## src/rtl/uart_pkg.sv

```systemverilog
// Shared definitions for the UART transmit path: state encoding, byte width,
// default hold limit and a constant-friendly ceil(log2) helper.
// No logic; imported by the arbiter, its round-robin picker and the bus interface.
package uart_pkg;

  localparam int BYTE_W         = 8;
  localparam int HOLD_LIMIT_DEF = 1024;

  localparam logic [1:0] S_IDLE = 2'd0;
  localparam logic [1:0] S_BUSY = 2'd1;
  localparam logic [1:0] S_HOLD = 2'd2;

  typedef enum logic [1:0] {
    ST_IDLE = S_IDLE,
    ST_BUSY = S_BUSY,
    ST_HOLD = S_HOLD
  } arb_state_t;

  // Ceil(log2(value)), never less than 1 so a vector built from it is legal.
  function automatic int clog2(input int value);
    int r;
    r = 0;
    while ((1 << r) < value) r++;
    if (r == 0) r = 1;
    return r;
  endfunction

endpackage

```

## src/rtl/uart_tx_arbiter_if.sv

```systemverilog
// Bundle between the requesters / Transmitter and the transmit arbiter.
// Pure wiring, no latency.
// Requesters hold REQ until ACK; the Transmitter signals completion with DONE.
interface uart_tx_arbiter_if #(
  parameter int NREQ = 4
);
  import uart_pkg::*;

  logic [NREQ-1:0]        REQ;
  logic [BYTE_W*NREQ-1:0] DATA;
  logic [NREQ-1:0]        LAST;
  logic [NREQ-1:0]        ACK;
  logic [NREQ-1:0]        GNT;
  logic                   TIMEOUT;
  logic                   TXSTART;
  logic [BYTE_W-1:0]      LINEIN;
  logic                   DONE;

  // Arbiter side.
  modport master (
    input  REQ, DATA, LAST, DONE,
    output ACK, GNT, TIMEOUT, TXSTART, LINEIN
  );

  // Requester / Transmitter side.
  modport slave (
    output REQ, DATA, LAST, DONE,
    input  ACK, GNT, TIMEOUT, TXSTART, LINEIN
  );

endinterface

```

## src/rtl/uart_tx_arbiter_rr_pick.sv

```systemverilog
// Round-robin picker: first set request after ptr, wrapping.
// Purely combinational, zero latency.
// No flow control; the caller decides when the result is used.
module rr_pick
  import uart_pkg::*;
#(
  parameter int NREQ = 4,
  parameter int PW   = clog2(NREQ)
) (
  input  logic [NREQ-1:0] req,
  input  logic [PW-1:0]   ptr,
  output logic [NREQ-1:0] win_oh,
  output logic [PW-1:0]   win_idx
);

  logic          found;
  logic [PW-1:0] cand;

  // Scan ptr+1, ptr+2, ... and keep only the first requester found.
  always_comb begin
    win_oh  = '0;
    win_idx = '0;
    found   = 1'b0;
    cand    = '0;
    for (int k = 1; k <= NREQ; k++) begin
      cand = PW'((int'(ptr) + k) % NREQ);
      if (!found && req[cand]) begin
        found         = 1'b1;
        win_oh[cand]  = 1'b1;
        win_idx       = cand;
      end
    end
  end

endmodule

```

## src/rtl/uart_tx_arbiter.sv

```systemverilog
// Frame-level round-robin arbiter sharing one UART Transmitter among NREQ requesters.
// Latency: REQ sampled at edge t gives TXSTART/ACK/LINEIN during t..t+1; next byte no earlier than DONE+1.
// Backpressure: REQ held until ACK; grant locked to owner until LAST byte done or hold timeout.
module uart_tx_arbiter
  import uart_pkg::*;
#(
  parameter int NREQ       = 4,
  parameter int HOLD_LIMIT = HOLD_LIMIT_DEF
) (
  input  logic              CLOCK,
  input  logic              RESETN,
  uart_tx_arbiter_if.master bus
);

  localparam int              PW       = clog2(NREQ);
  localparam int              CW       = clog2(HOLD_LIMIT);
  localparam logic [CW-1:0]   CNT_LAST = CW'(HOLD_LIMIT - 1);
  localparam logic [PW-1:0]   PTR_RST  = PW'(NREQ - 1);

  arb_state_t        state_q,   state_d;
  logic [NREQ-1:0]   gnt_q,     gnt_d;
  logic [NREQ-1:0]   ack_q,     ack_d;
  logic [PW-1:0]     ptr_q,     ptr_d;
  logic [BYTE_W-1:0] linein_q,  linein_d;
  logic              last_q,    last_d;
  logic              txstart_q, txstart_d;
  logic              timeout_q, timeout_d;
  logic [CW-1:0]     cnt_q,     cnt_d;

  logic [BYTE_W-1:0] data_b [NREQ];
  logic [NREQ-1:0]   pick_oh;
  logic [PW-1:0]     pick_idx;

  // Split the flattened data bus into one byte per requester.
  always_comb begin
    for (int i = 0; i < NREQ; i++) begin
      data_b[i] = bus.DATA[i*BYTE_W +: BYTE_W];
    end
  end

  rr_pick #(
    .NREQ (NREQ),
    .PW   (PW)
  ) u_pick (
    .req     (bus.REQ),
    .ptr     (ptr_q),
    .win_oh  (pick_oh),
    .win_idx (pick_idx)
  );

  // State and output registers; reset clears everything and gives requester 0 first priority.
  always_ff @(posedge CLOCK) begin
    if (!RESETN) begin
      state_q   <= ST_IDLE;
      gnt_q     <= '0;
      ack_q     <= '0;
      ptr_q     <= PTR_RST;
      linein_q  <= '0;
      last_q    <= 1'b0;
      txstart_q <= 1'b0;
      timeout_q <= 1'b0;
      cnt_q     <= '0;
    end else begin
      state_q   <= state_d;
      gnt_q     <= gnt_d;
      ack_q     <= ack_d;
      ptr_q     <= ptr_d;
      linein_q  <= linein_d;
      last_q    <= last_d;
      txstart_q <= txstart_d;
      timeout_q <= timeout_d;
      cnt_q     <= cnt_d;
    end
  end

  // Next-state logic: grant in IDLE, wait for DONE in BUSY, owner-only reload or timeout in HOLD.
  always_comb begin
    state_d   = state_q;
    gnt_d     = gnt_q;
    ack_d     = '0;
    ptr_d     = ptr_q;
    linein_d  = linein_q;
    last_d    = last_q;
    txstart_d = 1'b0;
    timeout_d = 1'b0;
    cnt_d     = cnt_q;

    case (state_q)
      ST_IDLE: begin
        if (|bus.REQ) begin
          gnt_d     = pick_oh;
          ptr_d     = pick_idx;
          linein_d  = data_b[pick_idx];
          last_d    = bus.LAST[pick_idx];
          ack_d     = pick_oh;
          txstart_d = 1'b1;
          state_d   = ST_BUSY;
        end
      end

      ST_BUSY: begin
        if (bus.DONE) begin
          if (last_q) begin
            gnt_d   = '0;
            state_d = ST_IDLE;
          end else begin
            cnt_d   = '0;
            state_d = ST_HOLD;
          end
        end
      end

      ST_HOLD: begin
        // The owner's index is the pointer, which was set on the original grant.
        if (bus.REQ[ptr_q]) begin
          linein_d  = data_b[ptr_q];
          last_d    = bus.LAST[ptr_q];
          ack_d     = gnt_q;
          txstart_d = 1'b1;
          state_d   = ST_BUSY;
        end else if (cnt_q == CNT_LAST) begin
          timeout_d = 1'b1;
          gnt_d     = '0;
          state_d   = ST_IDLE;
        end else begin
          cnt_d = cnt_q + CW'(1);
        end
      end

      default: begin
        gnt_d   = '0;
        state_d = ST_IDLE;
      end
    endcase
  end

  assign bus.ACK     = ack_q;
  assign bus.GNT     = gnt_q;
  assign bus.TIMEOUT = timeout_q;
  assign bus.TXSTART = txstart_q;
  assign bus.LINEIN  = linein_q;

endmodule

```

## src/flat_wrapper.sv

```systemverilog
// flat-port wrapper written by rule: the top's interface ports become plain ports
module uart_tx_arbiter_flat import uart_pkg::*;
#(
  parameter int NREQ       = 4,
  parameter int HOLD_LIMIT = HOLD_LIMIT_DEF
)
  (CLOCK, RESETN, bus_REQ, bus_DATA, bus_LAST, bus_DONE, bus_ACK, bus_GNT, bus_TIMEOUT, bus_TXSTART, bus_LINEIN);
  uart_tx_arbiter_if #(.NREQ(NREQ)) bus_i ();
  input  logic CLOCK;
  input  logic RESETN;
  input wire logic [$bits(bus_i.REQ)-1:0] bus_REQ;
  input wire logic [$bits(bus_i.DATA)-1:0] bus_DATA;
  input wire logic [$bits(bus_i.LAST)-1:0] bus_LAST;
  input wire logic [$bits(bus_i.DONE)-1:0] bus_DONE;
  output wire logic [$bits(bus_i.ACK)-1:0] bus_ACK;
  output wire logic [$bits(bus_i.GNT)-1:0] bus_GNT;
  output wire logic [$bits(bus_i.TIMEOUT)-1:0] bus_TIMEOUT;
  output wire logic [$bits(bus_i.TXSTART)-1:0] bus_TXSTART;
  output wire logic [$bits(bus_i.LINEIN)-1:0] bus_LINEIN;
  assign bus_i.REQ = bus_REQ;
  assign bus_i.DATA = bus_DATA;
  assign bus_i.LAST = bus_LAST;
  assign bus_i.DONE = bus_DONE;
  assign bus_ACK = bus_i.ACK;
  assign bus_GNT = bus_i.GNT;
  assign bus_TIMEOUT = bus_i.TIMEOUT;
  assign bus_TXSTART = bus_i.TXSTART;
  assign bus_LINEIN = bus_i.LINEIN;
  uart_tx_arbiter #(.NREQ(NREQ), .HOLD_LIMIT(HOLD_LIMIT)) u_core (.CLOCK(CLOCK), .RESETN(RESETN), .bus(bus_i));
endmodule
```

## config.mk

```make
export PLATFORM = sky130hd
export DESIGN_NAME = uart_tx_arbiter_flat
export DESIGN_NICKNAME = d
export VERILOG_FILES = /design/src/rtl/uart_pkg.sv /design/src/rtl/uart_tx_arbiter_if.sv /design/src/rtl/uart_tx_arbiter_rr_pick.sv /design/src/rtl/uart_tx_arbiter.sv /design/src/flat_wrapper.sv
export SDC_FILE = /design/constraint.sdc
export NUM_CORES = 1
export LEC_CHECK = 0
export ABC_CLOCK_PERIOD_IN_PS = 4030
export CORE_UTILIZATION = 51
export CTS_CLUSTER_SIZE = 20
export DETAILED_ROUTE_END_ITERATION = 10
export GPL_TIMING_DRIVEN = 1
export PLACE_DENSITY = 0.81
export SLEW_MARGIN = 5
export SYNTH_ARGS = -nofsm -noshare
export SYNTH_HDL_FRONTEND = slang
export SYNTH_SLANG_ARGS = --single-unit
```

## constraint.sdc

```tcl
create_clock -name CLOCK -period 4.03 [get_ports CLOCK]
set_input_delay 0.806 -clock CLOCK [delete_from_list [all_inputs] [get_ports CLOCK]]
set_output_delay 0.806 -clock CLOCK [all_outputs]
set_load 0.01 [all_outputs]
```

==> results of run 1 <==
## through the flow
| step | instances | util | hold slack, ps | cell area [sq um] |
|---|---|---|---|---|
| 4_1_cts | 458 | 0.6742 | 454.1 | 3443 |
| 3_3_place_gp | 450 | 0.6514 | 442.4 | 3327 |
| 2_1_floorplan | 336 | - | 443.5 | 2721 |
| 3_5_place_dp | 450 | 0.6514 | 444.1 | 3327 |
| 5_1_grt | 458 | 0.6742 | 478.0 | 3443 |
| 6_report | 458 | 0.6742 | 453.8 | 3443 |
## sequential cells by signal, indices dropped and copies added (netlist names)
name,cells
u_core.bus.TIMEOUT,1
u_core.ptr_q,2
u_core.state_q,2
u_core.bus.ACK,4
u_core.bus.TXSTART,1
u_core.cnt_q,10
u_core.bus.LINEIN,8
u_core.bus.GNT,4
u_core.last_q,1
## layer usage
| metal | up-vias | part of all wire |
|---|---|---|
| li1 | 1329 | - |
| met1 | 1282 | 0.44 |
| met2 | 98 | 0.48 |
| met3 | 17 | 0.061 |
| met4 | 0 | 0.018 |
| met5 | - | 0 |
## worst max-delay path, cell delays in order
cell	delay, ps
clkdlybuf4s50_1	540
mux2i_1	350
mux2i_1	370
o21ai_4	520
nand2_2	260
a211oi_1	370
o21ai_1	120
## cell type report
type	instances	area [sq um]	area share
Clock buffer	7	86.33	0.02507
Clock inverter	1	30.03	0.008721
Timing Repair Buffer	64	630.6	0.1831
Tap cell	70	87.58	0.02544
Sequential cell	33	660.6	0.1919
Inverter	14	52.55	0.01526
Multi-Input combinational cell	269	1896	0.5505
## cell families after synthesis
| family | count (synthesis) |
|---|---|
| xor+xnor | 7 |
| flops | 33 |
| buf+inv | 34 |
| mux | 19 |
| compound gates | 87 |
| fa+ha+maj | 9 |
| simple gates | 147 |
## how the worst max path moves through the flow
stage,from,to,slack (ps),depth (start not counted)
2_1_floorplan,u_core.ptr_q[0],u_core.bus.LINEIN[7],1230,12
3_3_place_gp,bus_REQ[2],u_core.bus.LINEIN[2],780,7
3_5_place_dp,bus_REQ[2],u_core.last_q,650,7
4_1_cts,bus_REQ[2],u_core.bus.LINEIN[3],960,7
5_1_grt,bus_REQ[2],u_core.bus.LINEIN[3],600,7
6_report,bus_REQ[2],u_core.last_q,880,7
## placed cells by master (no fill, tap or decap), types with 5 or more instances in the layout
cell	netlist	layout
a211oi_1	15	15
a21o_1	9	9
a21oi_1	11	11
a22oi_1	5	5
and2_1	10	10
and3_1	13	13
clkbuf_8	0	6
clkdlybuf4s50_1	0	60
dfxtp_1	33	33
ha_1	9	9
inv_1	12	12
mux2i_1	6	6
mux4_2	12	12
nand2_1	44	44
nand3_1	13	13
nor2_1	30	30
nor3_1	14	14
o21ai_0	9	9
o21ai_1	8	8
o311a_1	8	8
xnor2_1	7	7
## report_power, final
group          internal (mW)  switching (mW)
Sequential             0.402          0.0492
Combinational          0.516           0.649
Clock                  0.202           0.129
==> flow_summary.json, run 1 <==
{
  "route.vias.total": 2726,
  "outcome": "finished clean",
  "busiest_layer": "met2",
  "insertion_delay_ps": 300,
  "synth_cells": 336,
  "synth_top_family_by_area": "simple AND/OR/NAND/NOR gates",
  "period_share": 0.7822,
  "grt.total_usage": 0.2685,
  "worstReg2RegEnd": "u_core.last_q",
  "wl_per_cell_microns": 15.56,
  "start_util": 0.5328,
  "hp-class": "flop to flop",
  "coreArea_sq_um": 5107,
  "maxCapViolCount": 0,
  "worst_slew_pin_slew_ps": 923.8,
  "die_x_microns": 75.05,
  "area_delta_synth_final_pct": 26.53,
  "cts.root.buffer_cell": "clkbuf_8",
  "placementRows": 26,
  "design_power_total_mw": 1.947,
  "hold_buffers": 0,
  "syn_area_sq_um": 2721,
  "required_ps": 4210,
  "cts_resized": 0,
  "fmax_mhz": 317.2,
  "use_met2": 0.4294,
  "hold_viol_final": 0,
  "met1_usage": 0.3633,
  "clkSinkCount": 33,
  "power-per-cell-area_nw_per_um2": 565.5,
  "holdPathEnd": "u_core.bus.LINEIN[5]",
  "muxShareOfSynthArea": 0.1255,
  "setup-tns-final_ps": 0,
  "dieArea_sq_um": 5632,
  "setup.worst_path.end_class": "flop",
  "preCtsSetupSlack_ps": 646.4,
  "final.min_clock_period_ps": 3152,
  "yosysUniqueCellTypes": 53,
  "hp-start": "u_core.bus.LINEIN[5]",
  "cp.arrival_ps": 3330,
  "drc": 0,
  "peakVddDrop_mv": 0.2927,
  "cts_setup_buffers": 0,
  "synth_simple_gate_area_frac": 0.2694,
  "pin_count": 61,
  "drt_iter0_drc": 228,
  "diodes": 0,
  "grtUsageMet3": 0.05221,
  "h-tree-depth": 2,
  "ys_ff_latch": 33,
  "worst-path-max-fanout": 19,
  "synth_nets": 388,
  "timing.rr.start": "u_core.ptr_q[1]",
  "ant_nets": 0,
  "drv_slew": 0,
  "synth_warnings": 0,
  "via_per_inst": 5.952,
  "nets": 439,
  "gp_congestion": 0.8536,
  "start_kind": "input port",
  "clkTransAtPathRegs_ps": 70,
  "p_leak_nw": 1.324,
  "holdPathStages": 2,
  "dp_hpwl_microns": 5151,
  "r2r_cells": 8,
  "finalClockSkew_ps": 10.88,
  "synth_edf_count": 0,
  "fillCellCount": 444,
  "clk_path_buf_depth": 2,
  "postSynthAreaPerCell_sq_um": 8.099,
  "first_pass_iters": 5,
  "yosys-top-cells-count": "44 x nand2_1, 33 x dfxtp_1, 30 x nor2_1",
  "ys.flop_type": "dfxtp_1",
  "synth_area_leaders": "dfxtp_1 24%, mux4_2 9.9%, nand2_1 6.1%",
  "fp.dieH_microns": 75.05,
  "slew_headroom": 0.3665,
  "rsz0062_at_grt": "false",
  "synth-adder-area-share": 0.04138,
  "async_reset_ff_frac": 0,
  "drive_above_1_share": 0.09536,
  "grt.overflow.total": 0,
  "io_buffer_count": 60,
  "numCtsBuffers": 5,
  "criticalPathCategory": "input port to flop",
  "grt_start_max_net_pins": 28,
  "antenna_found_initial": 0,
  "synth_most_common_cell": "nand2_1",
  "synth_compound_area_frac": 0.2354,
  "grt_pass1_wl_microns": 11440,
  "synth_top_area_cell": "dfxtp_1",
  "finalSetupViolCount": 0,
  "synth_top_cell_area_share": 0.2428,
  "cts_tree": "built",
  "regToRegSetupSlack_ps": 970,
  "wirelength_microns": 7127,
  "yosysSeqAreaShare": 0.2428,
  "final.setup.worst_slack_ps": 877.6,
  "grt_pass1_vias": 2491,
  "yosys.area_share.xor_xnor": 0.02253
}
No activity file was read; power rests on OpenSTA's default activity.
==> run 2: changes to the inputs <==
ABC_CLOCK_PERIOD_IN_PS = 2550   (was 4030)
CORE_UTILIZATION = 46   (was 51)
PLACE_DENSITY = 0.77   (was 0.81)
clock period = 2.55 ns   (was 4.03 ns; I/O delays follow)
==> run 2 against run 1 <==
  * Clock power increased by 22%
  * Global-route usage decreased by 1.8 points
  * Design area grew 8.1%
  * Sequential share of layout area down 1.4 points
  * Sequential power increased by 62%
==> flow_summary.json, run 2 (synthesis results as in run 1) <==
{
  "outcome": "finished clean",
  "power-per-cell-area_nw_per_um2": 878.6,
  "r2r_cells": 8,
  "coreArea_sq_um": 5608,
  "grt_pass1_wl_microns": 12190,
  "dp_hpwl_microns": 5641,
  "start_util": 0.4853,
  "slew_headroom": 0.6888,
  "fmax_mhz": 406.3,
  "numCtsBuffers": 5,
  "critPathBufInv": 1,
  "diodes": 0,
  "cp.arrival_ps": 2640,
  "path_depth": 7,
  "worst-path-max-fanout": 8,
  "via_per_inst": 5.708,
  "dieArea_sq_um": 6228,
  "p_comb_frac": 0.654,
  "route.vias.total": 2837,
  "peakVddDrop_mv": 0.4876,
  "clk_path_buf_depth": 2,
  "drt_iter0_drc": 149,
  "grt_pass1_vias": 2696,
  "final.setup.worst_slack_ps": 88.68,
  "drive_above_1_share": 0.1812,
  "grt_start_max_net_pins": 27,
  "start_kind": "input port",
  "pin_count": 61,
  "cts_tree": "built",
  "finalSetupViolCount": 0,
  "crit_family": "compound AO/OA/AOI/OAI gates",
  "p_leak_nw": 1.487,
  "largest_reg_flops": 10,
  "h-tree-depth": 2,
  "switching_power_mw": 1.402,
  "finalClockSkew_ps": 7.529,
  "worst_slew_pin_slew_ps": 465.0,
  "period_share": 0.9652,
  "setup-tns-final_ps": 0,
  "area_delta_synth_final_pct": 36.83,
  "insertion_delay_ps": 290,
  "final_common_cell": "clkdlybuf4s50_1",
  "critPathMaxStageDelay_ps": 650,
  "placementRows": 27,
  "holdPathStages": 2,
  "drv_slew": 0,
  "maxCapViolCount": 0,
  "fillCellCount": 481,
  "grt.overflow.total": 0,
  "preCtsSetupSlack_ps": -216.0,
  "wirelength_microns": 7435,
  "swShare": 0.4287,
  "required_ps": 2720,
  "wl_per_cell_microns": 14.96,
  "nets": 476,
  "critPathSlowestCell": "mux4_2",
  "top_register": "u_core.cnt_q",
  "cts_setup_buffers": 0,
  "die_x_microns": 78.92,
  "cts.root.buffer_cell": "clkbuf_8",
  "drc": 0,
  "setup.worst_path.end_class": "flop",
  "power.internal_mw": 1.869,
  "final.min_clock_period_ps": 2461,
  "fp.dieH_microns": 78.92,
  "rsz0062_at_grt": "false",
  "gp_congestion": 0.9016,
  "grt.total_usage": 0.2505,
  "hp-class": "flop to flop",
  "first_pass_iters": 4,
  "final_cell_mix": "60 x clkdlybuf4s50_1, 44 x nand2_1, 41 x buf_4, 32 x dfxtp_1, 30 x nor2_1",
  "io_buffer_count": 60,
  "clkSinkCount": 33,
  "crit_chain": "clkdlybuf4s50_1 > mux4_2 > a21o_1 > nand3_2 > nand2_2 > a211oi_1 > o21ai_1",
  "antenna_found_initial": 0,
  "clkTransAtPathRegs_ps": 80,
  "criticalPathCategory": "input port to flop",
  "p_clk_frac": 0.124,
  "hold_viol_final": 0,
  "ant_nets": 0,
  "pwr-share-seq": 0.223
}
run 2: cell types whose count changed in the layout (fill, tap and decap cells not counted):
| cell | change |
|---|---|
| inv_2 | -1 |
| bufinv_16 | -1 |
| clkbuf_8 | -1 |
| clkinv_2 | +2 |
| buf_4 | +37 |
| clkinvlp_4 | +1 |
| a31oi_4 | +1 |
| a31oi_2 | -1 |
| dfxtp_1 | -1 |
| clkbuf_1 | -1 |
| ha_4 | +1 |
| ha_1 | -1 |
| dfxtp_2 | +1 |
| inv_8 | +1 |
run 2: per-stage QoR:
stage | cell area [sq um] | utilization | hold WS (ps) | cells | power [mW]
2_1_floorplan | 2758 | - | 443.5 | 336 | 2.132
3_3_place_gp | 3628 | 0.6470 | 445.1 | 489 | 2.808
3_5_place_dp | 3628 | 0.6470 | 453.2 | 489 | 2.837
4_1_cts | 3715 | 0.6624 | 464.4 | 497 | 3.243
5_1_grt | 3724 | 0.6640 | 477.6 | 497 | 3.487
6_report | 3724 | 0.6640 | 460.2 | 497 | 3.272
run 2: power by group through the flow:
stage	combinational (mW)	sequential, mW	clock [mW]
after CTS	2.11	0.723	0.407
after global routing	2.31	0.742	0.436
after detailed placement	2.10	0.733	0
final	2.14	0.729	0.405
after floorplan	1.37	0.762	0
after global placement	2.07	0.735	0
run 2: worst paths after layout:
kind | from | endpoint | slack (ps)
setup / recovery | bus_REQ[3] | u_core.bus.LINEIN[1] | 90
hold reg to reg | u_core.bus.LINEIN[6] | u_core.bus.LINEIN[6] | 460
setup reg to reg | u_core.ptr_q[0] | u_core.bus.LINEIN[1] | 90
hold / removal | u_core.bus.LINEIN[6] | u_core.bus.LINEIN[6] | 460
run 2: timing repair:
action                                  in CTS  in global routing
gates resized for setup                      0                  1
hold buffers                                 0                  0
endpoints found under the setup margin       0                  6
run 2: layer usage:
layer | track usage | routed length, microns | vias up
li1 | - | - | 1408
met2 | 0.4400 | 3563 | 100
met3 | 0.04713 | 419 | 12
met1 | 0.3083 | 3323 | 1317
met5 | 0 | 0 | -
met4 | 0.07818 | 129 | 0
run 2: layout make-up:
class                      count  area [sq um]  share of cell area
clock buffer                   5         68.82             0.01848
clock inverter                 3         17.52            0.004704
timing repair buffer         101         908.4              0.2440
tap                           72         90.09             0.02419
inverter                      14         60.06             0.01613
multi-input combinational    269          1917              0.5148
sequential                    33         661.9              0.1778
run 2: worst register-to-register path: stages (launching register included):
cell and delay [ps]:
dfxtp_2 390, inv_8 70, ha_4 310, mux4_2 520, nor2b_4 160, o21ai_4 220, nand2_2 200, a211oi_1 350
o21ai_1 120
==> RTL edit 1, RTL diff (config.mk and constraints of run 1) <==
`NREQ` is set to 4 in 4 places; all go to 8.
--- a/src/rtl/uart_tx_arbiter_if.sv
+++ b/src/rtl/uart_tx_arbiter_if.sv
@@ -3,5 +3,5 @@
 // Requesters hold REQ until ACK; the Transmitter signals completion with DONE.
 interface uart_tx_arbiter_if #(
-  parameter int NREQ = 4
+  parameter int NREQ = 8
 );
   import uart_pkg::*;
--- a/src/rtl/uart_tx_arbiter_rr_pick.sv
+++ b/src/rtl/uart_tx_arbiter_rr_pick.sv
@@ -5,5 +5,5 @@
   import uart_pkg::*;
 #(
-  parameter int NREQ = 4,
+  parameter int NREQ = 8,
   parameter int PW   = clog2(NREQ)
 ) (
--- a/src/rtl/uart_tx_arbiter.sv
+++ b/src/rtl/uart_tx_arbiter.sv
@@ -5,5 +5,5 @@
   import uart_pkg::*;
 #(
-  parameter int NREQ       = 4,
+  parameter int NREQ       = 8,
   parameter int HOLD_LIMIT = HOLD_LIMIT_DEF
 ) (
--- a/src/flat_wrapper.sv
+++ b/src/flat_wrapper.sv
@@ -2,5 +2,5 @@
 module uart_tx_arbiter_flat import uart_pkg::*;
 #(
-  parameter int NREQ       = 4,
+  parameter int NREQ       = 8,
   parameter int HOLD_LIMIT = HOLD_LIMIT_DEF
 )
Ports: changed (5 resized); port bits go from 61 to 109. The function was not compared with the original's and may differ.
==> RTL edit 1 against run 1 <==
  * Clock power down 17%
  * Setup slack worse by 0.79 ns
  * Sequential cell count grew 9
  * Clock skew increased by 0.0037 ns
  * Via count is 60% higher
  * Total power rose to 2.6 times the old value
  * Routed wire length rose by 81%
  * Synthesized area grew 53%
  * Combinational power increased to 3.6 times the old value
  * Worst hold slack improved by 0.022 ns
  * Final area is 68% higher
  * Critical endpoint is now u_core.bus.LINEIN[3]
==> RTL edit 1: results (changes against run 1) <==
place:
  placed_cells: 694  # +54%
  post-dp-hpwl_um: 9862  # +91%
  numPortBuffers: 108  # +80%
  gp_congestion: 0.9903  # +16%
global_route:
  grt_pass1_wl_um: 20430  # +79%
  grt_start_max_net_pins: 31  # +11%
  track_usage: 0.2980  # +0.02948
  grt_pass1_vias: 4231  # +70%
timing:
  finClkSkew_ns: 0.01454  # +0.003663 ns
  worst_slew_pin_slew_ns: 1.169  # +0.2456 ns
synthesis:
  yosys.area_share.xor_xnor: 0.01682  # -0.005712
  ys_types: 56  # +5.7%
  synth-compound-area-share: 0.1973  # -0.03811
  yosys-top-cells-area: "dfxtp_1 20%, mux4_2 17%, mux2i_1 8.6%"
  synthMuxAreaShare: 0.3676  # +0.2421
  async_reset_ff_frac: 0  # unchanged
  synth_common_cells: "53 x nand2_1, 42 x dfxtp_1, 36 x mux2i_1"
  syn_avg_cell_area_sq_um: 8.999  # +11%
  synthAdderAreaFrac: 0.02102  # -0.02036
  yosysSeqAreaShare: 0.2018  # -0.04096
  synth_fp_nets: 553  # +43%
setup_path:
  rrSetupSlack_ns: 0.18  # -0.79 ns
  cp_max_fo: 15  # -4
  worstSetupStartpoint: "bus_REQ[0]"
  rr_worst_depth: 11  # +3
  r2r-end: "u_core.bus.LINEIN[3]"
  arrival_ns: 4.14  # +0.81 ns
routing:
  num_vias: 4365  # +60%
  drtIter0Drc: 342  # +50%
  drt_wl_total_um: 12900  # +81%
layout:
  drive_above_1_share: 0.2313  # +0.1359
  fillerInstances: 580  # +31%
  fin_cells: 703  # +53%
status:
  outcome: "finished clean"
cts:
  clkSlewWorstSetupHoldPaths_ns: 0.09  # +0.02 ns
  htreeDepth: 2  # unchanged
floorplanning:
  core.rowCount: 32  # +23%
min_path:
  min-delay-start: "u_core.bus.GNT[2]"
pwr:
  power_leakage_uw: 0.002222  # +68%
  ir_drop_mv: 0.5550  # +90%
-- RTL edit 1: final cells by class --
class | count | area share
timing repair buffer | 167 | 0.2696
sequential | 42 | 0.1459
clock inverter | 2 | 0.002384
multi-input combinational | 372 | 0.5397
tap | 102 | 0.02211
inverter | 12 | 0.007802
clock buffer | 6 | 0.01257
-- RTL edit 1: stage by stage --
| stage | cell area (sq um) | setup WS, ns | TNS, ns | hold WS, ns | power, uW |
|---|---|---|---|---|---|
| 5_1_grt | 5773 | 0.006304 | 0 | 0.4924 | 5384 |
| 3_3_place_gp | 5653 | -0.1727 | -1.299 | 0.4570 | 4488 |
| 3_5_place_dp | 5653 | -0.2310 | -1.736 | 0.4624 | 4575 |
| 2_1_floorplan | 4170 | 0.1007 | 0 | 0.4587 | 3300 |
| 6_report | 5773 | 0.08467 | 0 | 0.4755 | 5071 |
| 4_1_cts | 5739 | 0.09767 | 0 | 0.4766 | 4863 |
-- RTL edit 1: critical path: stages --
cell             delay (ns)
clkdlybuf4s50_1        0.45
buf_4                  0.16
mux4_2                 0.47
mux2_2                 0.31
a2111o_1               0.35
or3_1                  0.40
nand4_1                0.10
a22o_2                 0.23
buf_12                 0.18
mux2_2                 0.36
a2bb2oi_1              0.20
a31oi_1                0.12
-- RTL edit 1: per-layer routing --
metal  wire length, um  vias up  track usage
met1              5213     2086       0.3791
met2              6536      206       0.5241
li1                  -     2045            -
met5                 0        -            0
met4               299        0      0.08073
met3               849       28      0.04351
-- RTL edit 1: timing repair --
action,4_1_cts,5_1_grt
hold buffers,0,0
setup endpoints to repair,0,9
resized for setup,0,3
buffers inserted,0,0
-- RTL edit 1: report_power, final --
part | internal [uW] | switching, uW | total [uW]
combinational | 2190 | 2030 | 4220
sequential | 517 | 61.6 | 579
clock | 122 | 152 | 274
==> RTL edit 2, RTL diff (config.mk and constraints of run 1) <==
Without the edit above. Make the reset (`RESETN`) asynchronous in one clocked block.
--- a/src/rtl/uart_tx_arbiter.sv
+++ b/src/rtl/uart_tx_arbiter.sv
@@ -50,5 +50,5 @@
 
   // State and output registers; reset clears everything and gives requester 0 first priority.
-  always_ff @(posedge CLOCK) begin
+  always_ff @(posedge CLOCK or negedge RESETN) begin
     if (!RESETN) begin
       state_q   <= ST_IDLE;
Behaviour: differs if RESETN is asserted again (counterexample within 4 cycles, from zero or initial values and one cycle with RESETN low); with RESETN held inactive, the same outputs for 4 cycles.
==> RTL edit 2 against run 1 <==
  * Total power is 41% higher
  * Final area up 4.2%
  * Worst hold slack improved by 0.052 ns
  * Fmax rose by 0.78%
  * Largest power group unchanged
  * Routed wire length increased by 1.3%
  * Critical path type unchanged
  * Synthesized area rose by 1.9%
  * Clock power grew 14%
  * Synthesized cell count down 14%
  * Sequential cell count did not move
  * Via count fell by 6.2%
  * Setup slack better by 0.024 ns
==> RTL edit 2: results (changes against run 1) <==
synthesis:
  yosys-top-cells-area: "dfrtp_1 28%, mux4_2 11%, ha_1 4.1%"
  synth_common_cells: "31 x dfrtp_1, 20 x a21oi_1, 20 x nand2_1"
  yosys.area_share.xor_xnor: 0.02842  # +0.005888
  synthMuxAreaShare: 0.1655  # +0.04002
  synthAdderAreaFrac: 0.04060  # -0.0007839
  async_reset_ff_frac: 1.000  # +1.000
  yosysSeqAreaShare: 0.2986  # +0.05584
  synth_fp_nets: 341  # -12%
  ys_types: 58  # +9.4%
  synth-compound-area-share: 0.2463  # +0.01088
routing:
  via_per_inst: 6.071  # +2.0%
  wl_per_cell_um: 17.14  # +10%
  drt_pass1_iterations: 4  # -1
  drtIter0Drc: 145  # -36%
setup_path:
  slowest_delay_ns: 0.69  # +0.15 ns
  arrival_ns: 3.30  # -0.03 ns
  crit_slowest_cell: "mux4_2"
  worstSetupStartpoint: "bus_REQ[2]"
  crit_path_end: "u_core.bus.LINEIN[2]"
  rrSetupSlack_ns: 0.91  # -0.06 ns
  rr_startpoint: "u_core.ptr_q[0]"
  r2r-end: "u_core.bus.LINEIN[6]"
  cpLargestDelayFamily: "simple AND/OR/NAND/NOR gates"
  cp_max_fo: 14  # -5
pwr:
  clockPowerShare: 0.138  # -0.032
  switching_power_uw: 1189  # +44%
  power_leakage_uw: 0.001483  # +12%
  ir_drop_mv: 0.6862  # +130%
  seqPwrFrac: 0.188  # -0.044
cts:
  clock_latency_ns: 0.29
global_route:
  grt_pass1_wl_um: 11780  # +3.0%
  grt_start_max_net_pins: 35  # +25%
  grt_pass1_vias: 2537  # +1.8%
  track_usage: 0.2746  # +0.006108
timing:
  setup_slack_ns: 0.9021  # +0.02450 ns
  max_slew_margin: 0.5814  # +0.2149
  finClkSkew_ns: 0.01051  # -0.0003712 ns
place:
  place_ws_ns: 0.6501  # +0.003760 ns
  gp_congestion: 0.8449  # -1.0%
  post-dp-hpwl_um: 5086  # -1.3%
layout:
  drive_above_1_share: 0.1567  # +0.06133
  finalNetCount: 402  # -8.4%
  fillerInstances: 400  # -9.9%
min_path:
  min-delay-start: "u_core.bus.GNT[2]"
  hold_end: "u_core.bus.ACK[2]"
  min_path_cells: 1  # -1
status:
  outcome: "finished clean"
==> RTL edit 2: cell type report <==
type                            count  area share
Multi-Input combinational cell    219      0.4949
Tap cell                           70     0.02442
Inverter                           19     0.01988
Clock inverter                      3     0.01814
Sequential cell                    33      0.2309
Timing Repair Buffer               72      0.1925
Clock buffer                        5     0.01918
==> RTL edit 2: metrics by stage <==
step	util	power, uW	area, sq um	instances	hold slack (ns)
global route	0.6935	2934	3587	421	0.5430
global placement	0.6676	2317	3453	413	0.4951
detailed placement	0.6676	2355	3453	413	0.4961
floorplan	-	1879	2774	289	0.4761
CTS	0.6935	2739	3587	421	0.5090
finish	0.6935	2745	3587	421	0.5061
==> RTL edit 2: per-layer routing <==
layer	part of all wire	wire length, um	track usage
met5	0	0	0
met4	0.023	165	0.1132
met3	0.043	307	0.04101
met2	0.50	3608	0.4680
met1	0.43	3136	0.3484
